File: src/rtl/dense_4_argmax_out.sv
// Argmax output stage for dense_4: a serial scan, one logit per cycle, returning class, max, margin and confidence.
// Latency: out_valid is seen at the N_CLASSES+1'th rising edge after acceptance; one vector in flight, II >= N_CLASSES+2.
// Backpressure: the result is held stable in DONE until out_ready; in_ready stays low from acceptance until the result is taken.
module dense_4_argmax_out #(
  parameter int               WIDTH         = 23,
  parameter int               NFRAC         = 11,
  parameter int               N_CLASSES     = 5,
  parameter logic [WIDTH-1:0] MARGIN_THRESH = 23'd205
) (
  input  logic                         clk,
  input  logic                         rst_n,
  input  logic                         in_valid,
  output logic                         in_ready,
  input  logic [N_CLASSES*WIDTH-1:0]   in_logits,
  output logic                         out_valid,
  input  logic                         out_ready,
  output logic [2:0]                   out_class,
  output logic [WIDTH-1:0]             out_max,
  output logic [WIDTH-1:0]             out_margin,
  output logic                         out_low_conf
);

  // Logits are Q(WIDTH-NFRAC).NFRAC and pass through untouched; only the legal range matters here.
  if (N_CLASSES < 2 || N_CLASSES > 8 || NFRAC >= WIDTH) begin : g_param_err
    $error("dense_4_argmax_out: N_CLASSES must be 2..8 and NFRAC < WIDTH");
  end

  typedef enum logic [1:0] {IDLE, SCAN, DONE} state_t;

  localparam logic [2:0]              LAST_IDX = 3'(N_CLASSES - 1);
  localparam logic signed [WIDTH-1:0] MOST_NEG = {1'b1, {(WIDTH-1){1'b0}}};

  state_t                      state, state_nxt;
  logic [N_CLASSES*WIDTH-1:0]  logits_q;
  logic [2:0]                  idx;
  logic signed [WIDTH-1:0]     best, second, cur;
  logic signed [WIDTH-1:0]     best_nxt, second_nxt;
  logic [2:0]                  best_idx, best_idx_nxt;
  logic [WIDTH:0]              best_ext, second_ext;
  logic [WIDTH-1:0]            margin_val;
  logic                        accept, last_step, release_out;

  // State register; reset drops any vector in flight.
  always_ff @(posedge clk or negedge rst_n) begin
    if (!rst_n) state <= IDLE;
    else        state <= state_nxt;
  end

  // Next-state: accept in IDLE, walk N_CLASSES cycles in SCAN, wait for the consumer in DONE.
  always_comb begin
    state_nxt = state;
    case (state)
      IDLE:    if (accept)      state_nxt = SCAN;
      SCAN:    if (last_step)   state_nxt = DONE;
      DONE:    if (release_out) state_nxt = IDLE;
      default:                  state_nxt = IDLE;
    endcase
  end

  // Handshake outputs decoded from state; in_ready is forced low while reset is held.
  always_comb begin
    in_ready    = (state == IDLE) && rst_n;
    out_valid   = (state == DONE);
    accept      = in_valid && in_ready;
    last_step   = (state == SCAN) && (idx == LAST_IDX);
    release_out = out_valid && out_ready;
  end

  // One compare step: strict greater-than on best keeps the lower index on ties,
  // while the second compare lets an equal logit land in second so ties give margin 0.
  always_comb begin
    cur          = $signed(logits_q[idx*WIDTH +: WIDTH]);
    best_nxt     = best;
    second_nxt   = second;
    best_idx_nxt = best_idx;
    if (idx == 3'd0) begin
      best_nxt     = cur;
      second_nxt   = MOST_NEG;
      best_idx_nxt = 3'd0;
    end else if (cur > best) begin
      second_nxt   = best;
      best_nxt     = cur;
      best_idx_nxt = idx;
    end else if (cur > second) begin
      second_nxt   = cur;
    end
  end

  // Margin at WIDTH+1 bits is always in [0, 2^WIDTH-1], so its low WIDTH bits are exact.
  always_comb begin
    best_ext   = {best_nxt[WIDTH-1], best_nxt};
    second_ext = {second_nxt[WIDTH-1], second_nxt};
    margin_val = WIDTH'(best_ext - second_ext);
  end

  // Scan datapath: capture the vector on acceptance, then fold one logit per SCAN cycle.
  always_ff @(posedge clk or negedge rst_n) begin
    if (!rst_n) begin
      logits_q <= '0;
      idx      <= '0;
      best     <= '0;
      second   <= '0;
      best_idx <= '0;
    end else if (accept) begin
      logits_q <= in_logits;
      idx      <= '0;
    end else if (state == SCAN) begin
      best     <= best_nxt;
      second   <= second_nxt;
      best_idx <= best_idx_nxt;
      idx      <= last_step ? 3'd0 : idx + 3'd1;
    end
  end

  // Result registers load on the final scan step and otherwise hold, including after out_valid drops.
  always_ff @(posedge clk or negedge rst_n) begin
    if (!rst_n) begin
      out_class    <= '0;
      out_max      <= '0;
      out_margin   <= '0;
      out_low_conf <= 1'b0;
    end else if (last_step) begin
      out_class    <= best_idx_nxt;
      out_max      <= best_nxt;
      out_margin   <= margin_val;
      out_low_conf <= (margin_val < MARGIN_THRESH);
    end
  end

endmodule
File: config.mk
export PLATFORM = sky130hd
export DESIGN_NAME = dense_4_argmax_out
export DESIGN_NICKNAME = d
export VERILOG_FILES = /design/src/rtl/dense_4_argmax_out.sv
export SDC_FILE = /design/constraint.sdc
export NUM_CORES = 1
export LEC_CHECK = 0
export ABC_AREA = 1
export BUFFER_PORTS_ARGS = -buffer_cell sky130_fd_sc_hd__buf_2
export CORE_UTILIZATION = 45
export DETAILED_ROUTE_END_ITERATION = 8
export PLACE_DENSITY_LB_ADDON = 0.1
export SYNTH_ARGS = -nofsm -noshare
export SYNTH_HDL_FRONTEND = slang
export SYNTH_SLANG_ARGS = --single-unit
File: constraint.sdc
create_clock -name clk -period 12.8 [get_ports clk]
set_input_delay 2.56 -clock clk [delete_from_list [all_inputs] [get_ports clk]]
set_output_delay 2.56 -clock clk [all_outputs]
set_load 0.02 [all_outputs]
==> results of run 1 <==
routing by layer:
layer  vias to the layer above  part of all wire [%]
li1                       5848                     -
met1                      5309                    47
met2                       363                    45
met3                        63                   5.1
met4                         0                   2.8
met5                         -                     0
tightest hold or removal path, cell delays in order, from the launching register on:
cell     delay (ns)
dfrtp_1        0.34
nand2_1        0.05
nand2_1        0.05
flip-flops by register name (all words and copies together) (netlist names):
signal and cells:
best 23, best_idx 3, idx 3, logits_q 115, out_class 3, out_low_conf 1
out_margin 23, out_max 23, second 23, state 2
cells by family after synthesis:
kind of cell / count (synthesis)
and+or+nand+nor: 849
AOI/OAI and AO/OA: 315
buffers and inverters: 285
DFF: 219
adders and majority gates: 71
xor gates and xnor gates: 7
stage by stage:
| stage | worst slack [ns] | hold slack, ns | instance area, um2 |
|---|---|---|---|
| after CTS | 5.301 | 0.4754 | 14730 |
| final | 5.235 | 0.4704 | 14730 |
| after global placement | 5.489 | 0.4582 | 13810 |
| after detailed placement | 5.369 | 0.4600 | 13810 |
| after floorplan | 7.108 | 0.4436 | 12720 |
| after global routing | 4.603 | 0.4925 | 14730 |
cell type report:
class	instances	share of cell area, %
Sequential cell	219	37.22
Inverter	209	5.343
Tap cell	378	3.211
Multi-Input combinational cell	1242	41.64
Clock inverter	11	1.215
Clock buffer	34	5.020
Timing Repair Buffer	180	6.354
cell usage in the layout (no fill, tap or decap), types with 3 or more instances in the layout:
cell type / Yosys / layout
a21o_1: 3 / 3
nand3b_1: 6 / 6
inv_2: 3 / 3
nor3_1: 4 / 4
nand4_1: 16 / 16
bufinv_16: 0 / 4
a21oi_1: 68 / 68
buf_2: 7 / 169
clkbuf_16: 0 / 25
nor2_1: 51 / 50
o31ai_1: 4 / 4
nand3_1: 82 / 82
xor2_1: 5 / 5
nand2_1: 677 / 676
buf_4: 5 / 10
o21ai_0: 158 / 158
clkbuf_8: 0 / 8
nor4_1: 3 / 3
inv_1: 205 / 204
clkinv_2: 0 / 3
a31oi_1: 4 / 4
nand2_2: 3 / 4
o211ai_1: 9 / 9
o22ai_1: 4 / 4
dfrtp_1: 219 / 218
o21ai_1: 31 / 31
ha_1: 70 / 70
o21ai_2: 29 / 29
worst min-delay path by stage:
stage | end | startpoint | slack [ns] | cells after the start
floorplan | logits_q[68] | logits_q[68] | 0.44 | 2
global placement | out_margin[19] | out_margin[19] | 0.46 | 2
detailed placement | out_max[14] | out_max[14] | 0.46 | 2
CTS | out_max[14] | out_max[14] | 0.48 | 2
global route | out_max[14] | out_max[14] | 0.49 | 2
finish | out_max[14] | out_max[14] | 0.47 | 2
==> impl_metrics.env, run 1 <==
export IMPL_ys_warn_count=0
export IMPL_drive_above_1_share_pct=14.25
export IMPL_drc=0
export IMPL_grt_pass1_wl_um=58160
export IMPL_worst_path_buf_inv=3
export IMPL_clock_path_buffers=3
export IMPL_wl_um=36160
export IMPL_cp_start_kind="flop"
export IMPL_cp_num_cells=33
export IMPL_cts_repair_resized=0
export IMPL_synth_cell_types=40
export IMPL_synth_mux_area_share_pct=0
export IMPL_min_path_type="reg -> reg"
export IMPL_synthesis_nets=1936
export IMPL_viasPerCell=5.096
export IMPL_rr_worst_depth=33
export IMPL_final_setup_viol_count=0
export IMPL_stdcell_count=2273
export IMPL_relSlewSlack_pct=34.45
export IMPL_required_ns=13.27
export IMPL_rr_endpoint="out_low_conf"
export IMPL_worst_pin_slew_ns=0.9832
export IMPL_place_congestion=0.9956
export IMPL_synth_commonest_cells="nand2_1, dfrtp_1, inv_1"
export IMPL_multiInputGateArea_um2=6133
export IMPL_synth_seq_cells=219
export IMPL_first_global_vias=11037
export IMPL_final_hold_violation_count=0
export IMPL_crit_slowest_cell="clkinv_1"
export IMPL_synth_top_area_cell="dfrtp_1"
export IMPL_worstSetupPathType="reg -> reg"
export IMPL_placedCellCount=2228
export IMPL_core_area_um2=27780
export IMPL_max_freq_ghz=0.1322
export IMPL_diodes=0
export IMPL_vias=11583
export IMPL_drtIter0Drc=766
export IMPL_synth_edf_count=0
export IMPL_met1_usage_pct=36.08
export IMPL_cts_setup_buffers=0
export IMPL_met3_usage_pct=2.907
export IMPL_use_met2_pct=41.16
export IMPL_dr_pass1_iters=5
export IMPL_final_util_pct=53.02
export IMPL_final_setup_skew_ns=0.03013
export IMPL_synth_top_cells_by_area="dfrtp_1, nand2_1, ha_1, o21ai_0, inv_1"
export IMPL_busiest_layer="met2"
export IMPL_synthCells=1746
export IMPL_die_h_um=170.2
export IMPL_wl_per_cell_um=15.91
export IMPL_worst_path_most_repeated_cell="nand2_1"
export IMPL_yosysSeqAreaShare_pct=43.07
export IMPL_tns_ns=0
export IMPL_htreeDepth=1
export IMPL_yosysTopAreaCellShare_pct=43.07
export IMPL_startpoint="idx[0]"
export IMPL_critPathMaxFanout=71
export IMPL_io_pins=171
export IMPL_antenna_found_initial=0
export IMPL_cap_violations=0
export IMPL_clock_latency_ns=0.56
export IMPL_synth_async_sr_flop_share_pct=100.0
export IMPL_io_buffers=170
export IMPL_final_nets=2067
export IMPL_cp_end_kind="flop"
export IMPL_r2r_setup_slack_ns=5.24
export IMPL_synth_most_common_cell="nand2_1"
export IMPL_synthAdderAreaFrac_pct=7.041
export IMPL_slew_violations=0
export IMPL_fp_dieW_um=170.2
export IMPL_clk_pin_slew_ns=0.07
export IMPL_synth_top_family_by_area="simple AND/OR/NAND/NOR gates"
export IMPL_cts_root_buffer="clkbuf_16"
export IMPL_numCtsBuffers=25
export IMPL_status="complete, no violations"
export IMPL_ant_nets=0
export IMPL_grt_max_degree=104
export IMPL_crit_arrival_ns=8.03
export IMPL_hold_buffers=0
export IMPL_rsz0062_at_grt="false"
export IMPL_ff_latch_area_um2=5482
export IMPL_start_util_pct=45.80
export IMPL_syn2layout_area_growth_pct=15.76
export IMPL_dp_hpwl_um=26570
export IMPL_syn_avg_cell_area_um2=7.287
export IMPL_synth_compound_area_share_pct=13.77
export IMPL_cp_endpoint="out_low_conf"
export IMPL_synth_simple_area_share_pct=26.84
export IMPL_cts_tree="done"
export IMPL_yosys_area_share_xor_xnor_pct=0.4819
export IMPL_grt_remaining_overflow=0
export IMPL_grt_use_total_pct=25.58
export IMPL_critPathMaxStageDelay_ns=0.91
export IMPL_cts_sinks=219
export IMPL_final_min_clock_period_ns=7.565
export IMPL_fillers=2804
export IMPL_fin_crit_sh_pct=59.10
export IMPL_critical_path_top_delay_family="simple AND/OR/NAND/NOR gates"
export IMPL_row_count=61
export IMPL_rr_startpoint="idx[0]"
export IMPL_ys_flop_type="dfrtp_1"
export IMPL_dieArea_um2=28950
export IMPL_netlist_area_um2=12720
Power of run 1 is left out: the tool's default activity adds up to more than one toggle a clock period on the data nets, which glitch-free logic cannot reach.
==> inputs of run 2 (changes only) <==
--- a/config.mk
+++ b/config.mk
@@ -5,7 +5,7 @@
 export SDC_FILE = /design/constraint.sdc
 export NUM_CORES = 1
 export LEC_CHECK = 0
-export ABC_AREA = 1
+export ABC_AREA = 0
 export BUFFER_PORTS_ARGS = -buffer_cell sky130_fd_sc_hd__buf_2
 export CORE_UTILIZATION = 45
 export DETAILED_ROUTE_END_ITERATION = 8
==> constraint.sdc (replaced) <==
create_clock -name clk -period 7.5 [get_ports clk]
set_input_delay 1.5 -clock clk [delete_from_list [all_inputs] [get_ports clk]]
set_output_delay 1.5 -clock clk [all_outputs]
set_load 0.02 [all_outputs]
==> run 2 against run 1 <==
  * The run now ends with design-rule violations left
  * Worst setup slack got worse by 4.7 ns
  * Sequential share of layout area increased by 1.6 points
  * Cell count decreased by 25%
  * Routed wire length decreased by 18%
  * Critical path type unchanged
  * First-iteration DRC count decreased by 17%
  * Synthesized cell count decreased by 32%
==> impl_metrics.env, run 2 <==
export IMPL_final_setup_skew_ns=0.01250
export IMPL_ys_warn_count=0
export IMPL_final_min_clock_period_ns=6.976
export IMPL_cap_violations=0
export IMPL_violations="design-rule violations"
export IMPL_final_cell_area_um2=14110
export IMPL_final_hold_violation_count=0
export IMPL_antenna_found_initial=7
export IMPL_synthesis_nets=1378
export IMPL_min_path_type="reg -> reg"
export IMPL_grt_remaining_overflow=0
export IMPL_synth_most_common_cell="dfrtp_1"
export IMPL_regMostFlops="logits_q"
export IMPL_ant_nets=0
export IMPL_clk_pin_slew_ns=0.06
export IMPL_worst_pin_slew_ns=1.076
export IMPL_first_global_vias=9064
export IMPL_clock_latency_ns=0.53
export IMPL_cp_end_kind="flop"
export IMPL_tns_ns=0
export IMPL_drive_above_1_share_pct=26.27
export IMPL_critPathMaxFanout=18
export IMPL_wl_um=29770
export IMPL_grt_max_degree=125
export IMPL_critPathMaxStageDelay_ns=0.67
export IMPL_core_area_um2=26280
export IMPL_viasPerCell=5.390
export IMPL_required_ns=7.96
export IMPL_drc=18
export IMPL_max_freq_ghz=0.1433
export IMPL_fp_dieW_um=166.2
export IMPL_cts_tree="done"
export IMPL_wl_per_cell_um=17.56
export IMPL_io_pins=171
export IMPL_crit_arrival_ns=7.44
export IMPL_start_util_pct=46.16
export IMPL_syn_avg_cell_area_um2=10.21
export IMPL_final_common_cell="dfrtp_1"
export IMPL_whs_ns=0.4714
export IMPL_dp_worst_setup_slack_ns=0.5849
export IMPL_final_setup_viol_count=0
export IMPL_hold_buffers=0
export IMPL_dp_hpwl_um=21870
export IMPL_cts_repair_resized=0
export IMPL_cts_root_buffer="clkbuf_16"
export IMPL_clock_path_buffers=3
export IMPL_dieArea_um2=27620
export IMPL_vias=9136
export IMPL_row_count=59
export IMPL_yosysTopAreaCellShare_pct=45.18
export IMPL_ys_flop_type="dfrtp_1"
export IMPL_final_nets=1535
export IMPL_status="complete, but fails checks"
export IMPL_syn2layout_area_growth_pct=16.31
export IMPL_synth_commonest_cells="dfrtp_1, nand2_1, mux2_2"
export IMPL_worstSetupPathType="reg -> reg"
export IMPL_numCtsBuffers=25
export IMPL_synth_async_sr_flop_share_pct=100.0
export IMPL_io_buffers=170
export IMPL_slew_violations=0
export IMPL_drtIter0Drc=636
export IMPL_crit_slowest_cell="o31ai_1"
export IMPL_synthCells=1188
export IMPL_cts_setup_buffers=0
export IMPL_grt_use_total_pct=21.87
export IMPL_synth_top_area_cell="dfrtp_1"
export IMPL_layout_setup_ws_ns=0.5238
export IMPL_cts_sinks=219
export IMPL_grt_pass1_wl_um=48760
export IMPL_netlist_area_um2=12130
export IMPL_die_h_um=166.2
export IMPL_dr_pass1_iters=7
export IMPL_fin_crit_sh_pct=93.02
export IMPL_yosysSeqAreaShare_pct=45.18
export IMPL_place_area_um2=13370
export IMPL_synth_edf_count=0
export IMPL_synth_seq_cells=219
export IMPL_synth_top_cells_by_area="dfrtp_1, mux2_2, mux2i_1, ha_1, nand2_1"
export IMPL_largest_register_ffs=115
export IMPL_cp_start_kind="flop"
export IMPL_relSlewSlack_pct=28.29
export IMPL_rsz0062_at_grt="false"
export IMPL_synth_cell_types=55
export IMPL_final_cell_mix="dfrtp_1, buf_2, nand2_1"
export IMPL_worst_path_most_repeated_cell="a21oi_1"
export IMPL_htreeDepth=1
export IMPL_place_congestion=0.9051
-- run 2: final timing paths --
path                           startpoint        endpoint  slack [ns]  cells past startpoint
setup / recovery                   idx[2]    out_low_conf        0.52                     26
hold / removal             out_margin[13]  out_margin[13]        0.47                      2
setup reg to reg                   idx[2]    out_low_conf        0.52                     26
hold reg to reg            out_margin[13]  out_margin[13]        0.47                      2
max in group asynchronous           rst_n    logits_q[29]        5.37                      2
min in group asynchronous           rst_n   out_margin[0]        1.01                      1
-- run 2: worst max-delay path, delay by kind of cell, from the launching register on --
family	cells	cell delay (ns)
flip-flops	1	0.59
XOR/XNOR	1	0.17
buffers and inverters	2	0.67
AND/OR/NAND/NOR	5	0.88
multiplexers	2	0.40
AO/OA/AOI/OAI	13	3.21
adder cells (fa/ha/maj)	3	0.99
-- run 2: layer usage --
layer / share of wire [%] / GRT usage, % / vias to the layer above
li1: - / - / 4488
met1: 50 / 31.64 / 4370
met2: 43 / 33.65 / 224
met3: 5.4 / 4.433 / 44
met4: 2.0 / 4.876 / 10
met5: 0.20 / 0 / -
-- run 2: logic make-up (layout without fill, tap and decap cells) --
logic type | count (synthesis) | count (layout) | synth area share [%]
and+or+nand+nor | 253 | 253 | 9.211
AOI/OAI and AO/OA | 250 | 250 | 11.89
muxes | 232 | 232 | 20.41
DFF | 219 | 219 | 45.18
buffers and inverters | 144 | 315 | 4.549
adders and majority gates | 71 | 71 | 7.385
xor gates and xnor gates | 19 | 19 | 1.372
other | 0 | 1 | 0
-- run 2: metrics by stage --
stage / util [%] / std cells
final: 53.69 / 1695
after global routing: 53.68 / 1694
after CTS: 53.68 / 1694
after detailed placement: 50.88 / 1653
after global placement: 50.88 / 1653
after floorplan: - / 1188
-- run 2: area by class of cell --
class                      count  area [um2]
antenna                        1       2.502
clock buffer                  35       683.2
clock inverter                 6       51.30
fill                        2420       12170
inverter                      82       307.8
multi-input combinational    825        6123
sequential                   219        5483
tap                          335       419.2
timing repair buffer         192        1039
Power of run 2 is left out for the same reason.
==> inputs of run 3 (changes only) <==
--- a/config.mk
+++ b/config.mk
@@ -7,7 +7,7 @@
 export LEC_CHECK = 0
 export ABC_AREA = 0
 export BUFFER_PORTS_ARGS = -buffer_cell sky130_fd_sc_hd__buf_2
-export CORE_UTILIZATION = 45
+export CORE_UTILIZATION = 35
 export DETAILED_ROUTE_END_ITERATION = 8
 export PLACE_DENSITY_LB_ADDON = 0.1
 export SYNTH_ARGS = -nofsm -noshare
==> run 3 against run 2 <==
  * Critical path depth is the same
  * Cell count grew 8.2%
  * Largest cell class unchanged
  * Worst setup slack gained 0.13 ns
  * The run now ends clean
==> impl_metrics.env, run 3 (synthesis gave the netlist of run 2 again) <==
export IMPL_status="complete, no violations"
export IMPL_final_cell_area_um2=14520
export IMPL_whs_path_depth=2
export IMPL_required_ns=7.99
export IMPL_start_util_pct=35.91
export IMPL_hold_start="out_max[5]"
export IMPL_fin_crit_sh_pct=91.27
export IMPL_worstSetupPathType="reg -> reg"
export IMPL_largest_register_ffs=115
export IMPL_drive_above_1_share_pct=27.57
export IMPL_cts_sinks=219
export IMPL_cts_repair_resized=0
export IMPL_first_global_vias=9138
export IMPL_clk_pin_slew_ns=0.06
export IMPL_drc=0
export IMPL_grt_use_total_pct=18.38
export IMPL_whs_ns=0.4722
export IMPL_htreeDepth=1
export IMPL_final_setup_viol_count=0
export IMPL_cts_root_buffer="clkbuf_16"
export IMPL_wl_um=32200
export IMPL_drtIter0Drc=554
export IMPL_min_path_type="reg -> reg"
export IMPL_row_count=67
export IMPL_antenna_found_initial=7
export IMPL_final_hold_violation_count=0
export IMPL_max_freq_ghz=0.1461
export IMPL_numCtsBuffers=27
export IMPL_cp_end_kind="flop"
export IMPL_slew_violations=0
export IMPL_whs_endpoint="out_max[5]"
export IMPL_critPathMaxFanout=15
export IMPL_cts_setup_buffers=0
export IMPL_clock_path_buffers=3
export IMPL_rr_worst_depth=26
export IMPL_final_min_clock_period_ns=6.845
export IMPL_final_setup_skew_ns=0.01182
export IMPL_dp_hpwl_um=23940
export IMPL_final_common_cell="dfrtp_1"
export IMPL_hold_buffers=0
export IMPL_place_congestion=0.8564
export IMPL_syn2layout_area_growth_pct=19.72
export IMPL_dieArea_um2=35410
export IMPL_regMostFlops="logits_q"
export IMPL_clock_latency_ns=0.55
export IMPL_relSlewSlack_pct=28.89
export IMPL_worst_pin_slew_ns=1.067
export IMPL_core_area_um2=33780
export IMPL_grt_remaining_overflow=0
export IMPL_crit_arrival_ns=7.34
export IMPL_die_h_um=188.2
export IMPL_io_pins=171
export IMPL_ant_nets=0
export IMPL_final_cell_mix="dfrtp_1, buf_2, nand2_1"
export IMPL_final_nets=1555
export IMPL_viasPerCell=5.020
export IMPL_rsz0062_at_grt="false"
export IMPL_rr_endpoint="out_low_conf"
export IMPL_cap_violations=0
export IMPL_grt_max_degree=98
export IMPL_cts_tree="done"
export IMPL_grt_pass1_wl_um=51780
export IMPL_dr_pass1_iters=5
export IMPL_place_area_um2=13650
export IMPL_fp_dieW_um=188.2
export IMPL_r2r_setup_slack_ns=0.65
export IMPL_wl_per_cell_um=17.56
export IMPL_io_buffers=170
export IMPL_rr_startpoint="idx[2]"
export IMPL_vias=9206
export IMPL_cp_start_kind="flop"
export IMPL_tns_ns=0
run 3: cell count changes in the layout (fill, tap and decap cells not counted), moves of 2 or more:
cell	before	now
buf_4	21	39
bufinv_16	0	3
clkinv_2	3	6
diode_2	1	4
clkbuf_16	25	27
run 3: cell type report:
type                    count  area, um2
fillers                  3353      19260
clock inverters            11      148.9
inverters                  82      307.8
repair buffers            210       1174
well taps                 448      560.5
diodes                      4      10.01
multi-input cells         825       6123
clock buffers              35      715.7
flip-flops and latches    219       5483
run 3: metal layers:
| metal | track usage (%) | routed length, um | share of wire (%) | vias to the layer above |
|---|---|---|---|---|
| met5 | 0 | 43 | 0.13 | - |
| met3 | 3.350 | 1516 | 4.7 | 53 |
| li1 | - | - | - | 4551 |
| met1 | 27.53 | 16410 | 51 | 4377 |
| met2 | 26.98 | 13450 | 42 | 217 |
| met4 | 4.690 | 779 | 2.4 | 8 |
run 3: worst max-delay path, stage by stage (launching register included):
cell,delay [ns]
dfrtp_2,0.58
buf_4,0.35
mux2i_1,0.25
nor2_1,0.07
a21oi_1,0.18
o22ai_1,0.22
ha_1,0.37
a21oi_1,0.17
o21ai_0,0.16
a22o_1,0.26
o31a_1,0.27
o21ai_4,0.15
and2_1,0.35
buf_4,0.31
mux2i_1,0.37
inv_1,0.09
ha_1,0.37
a21o_1,0.25
nand3_1,0.10
nand2_1,0.07
a211o_1,0.30
a31o_2,0.25
a221oi_1,0.47
xor2_1,0.22
nand3_1,0.11
nor4bb_1,0.30
a22o_1,0.16
run 3: through the flow:
step	cells	setup WS [ns]	utilization [%]
5_1_grt	1832	0.08043	42.97
6_report	1834	0.6548	42.99
4_1_cts	1830	0.5938	42.96
3_5_place_dp	1784	0.6172	40.40
3_3_place_gp	1784	0.6765	40.40
2_1_floorplan	1188	1.321	-
run 3: worst max-delay path by stage:
stage | slack, ns | start | cells after the start | end
detailed placement | 0.62 | idx[2] | 27 | out_low_conf
CTS | 0.59 | idx[2] | 27 | out_low_conf
global placement | 0.68 | idx[2] | 27 | out_low_conf
finish | 0.65 | idx[2] | 26 | out_low_conf
global route | 0.08 | idx[2] | 27 | out_low_conf
floorplan | 1.32 | idx[0] | 25 | out_low_conf
Power of run 3 is left out for the same reason.
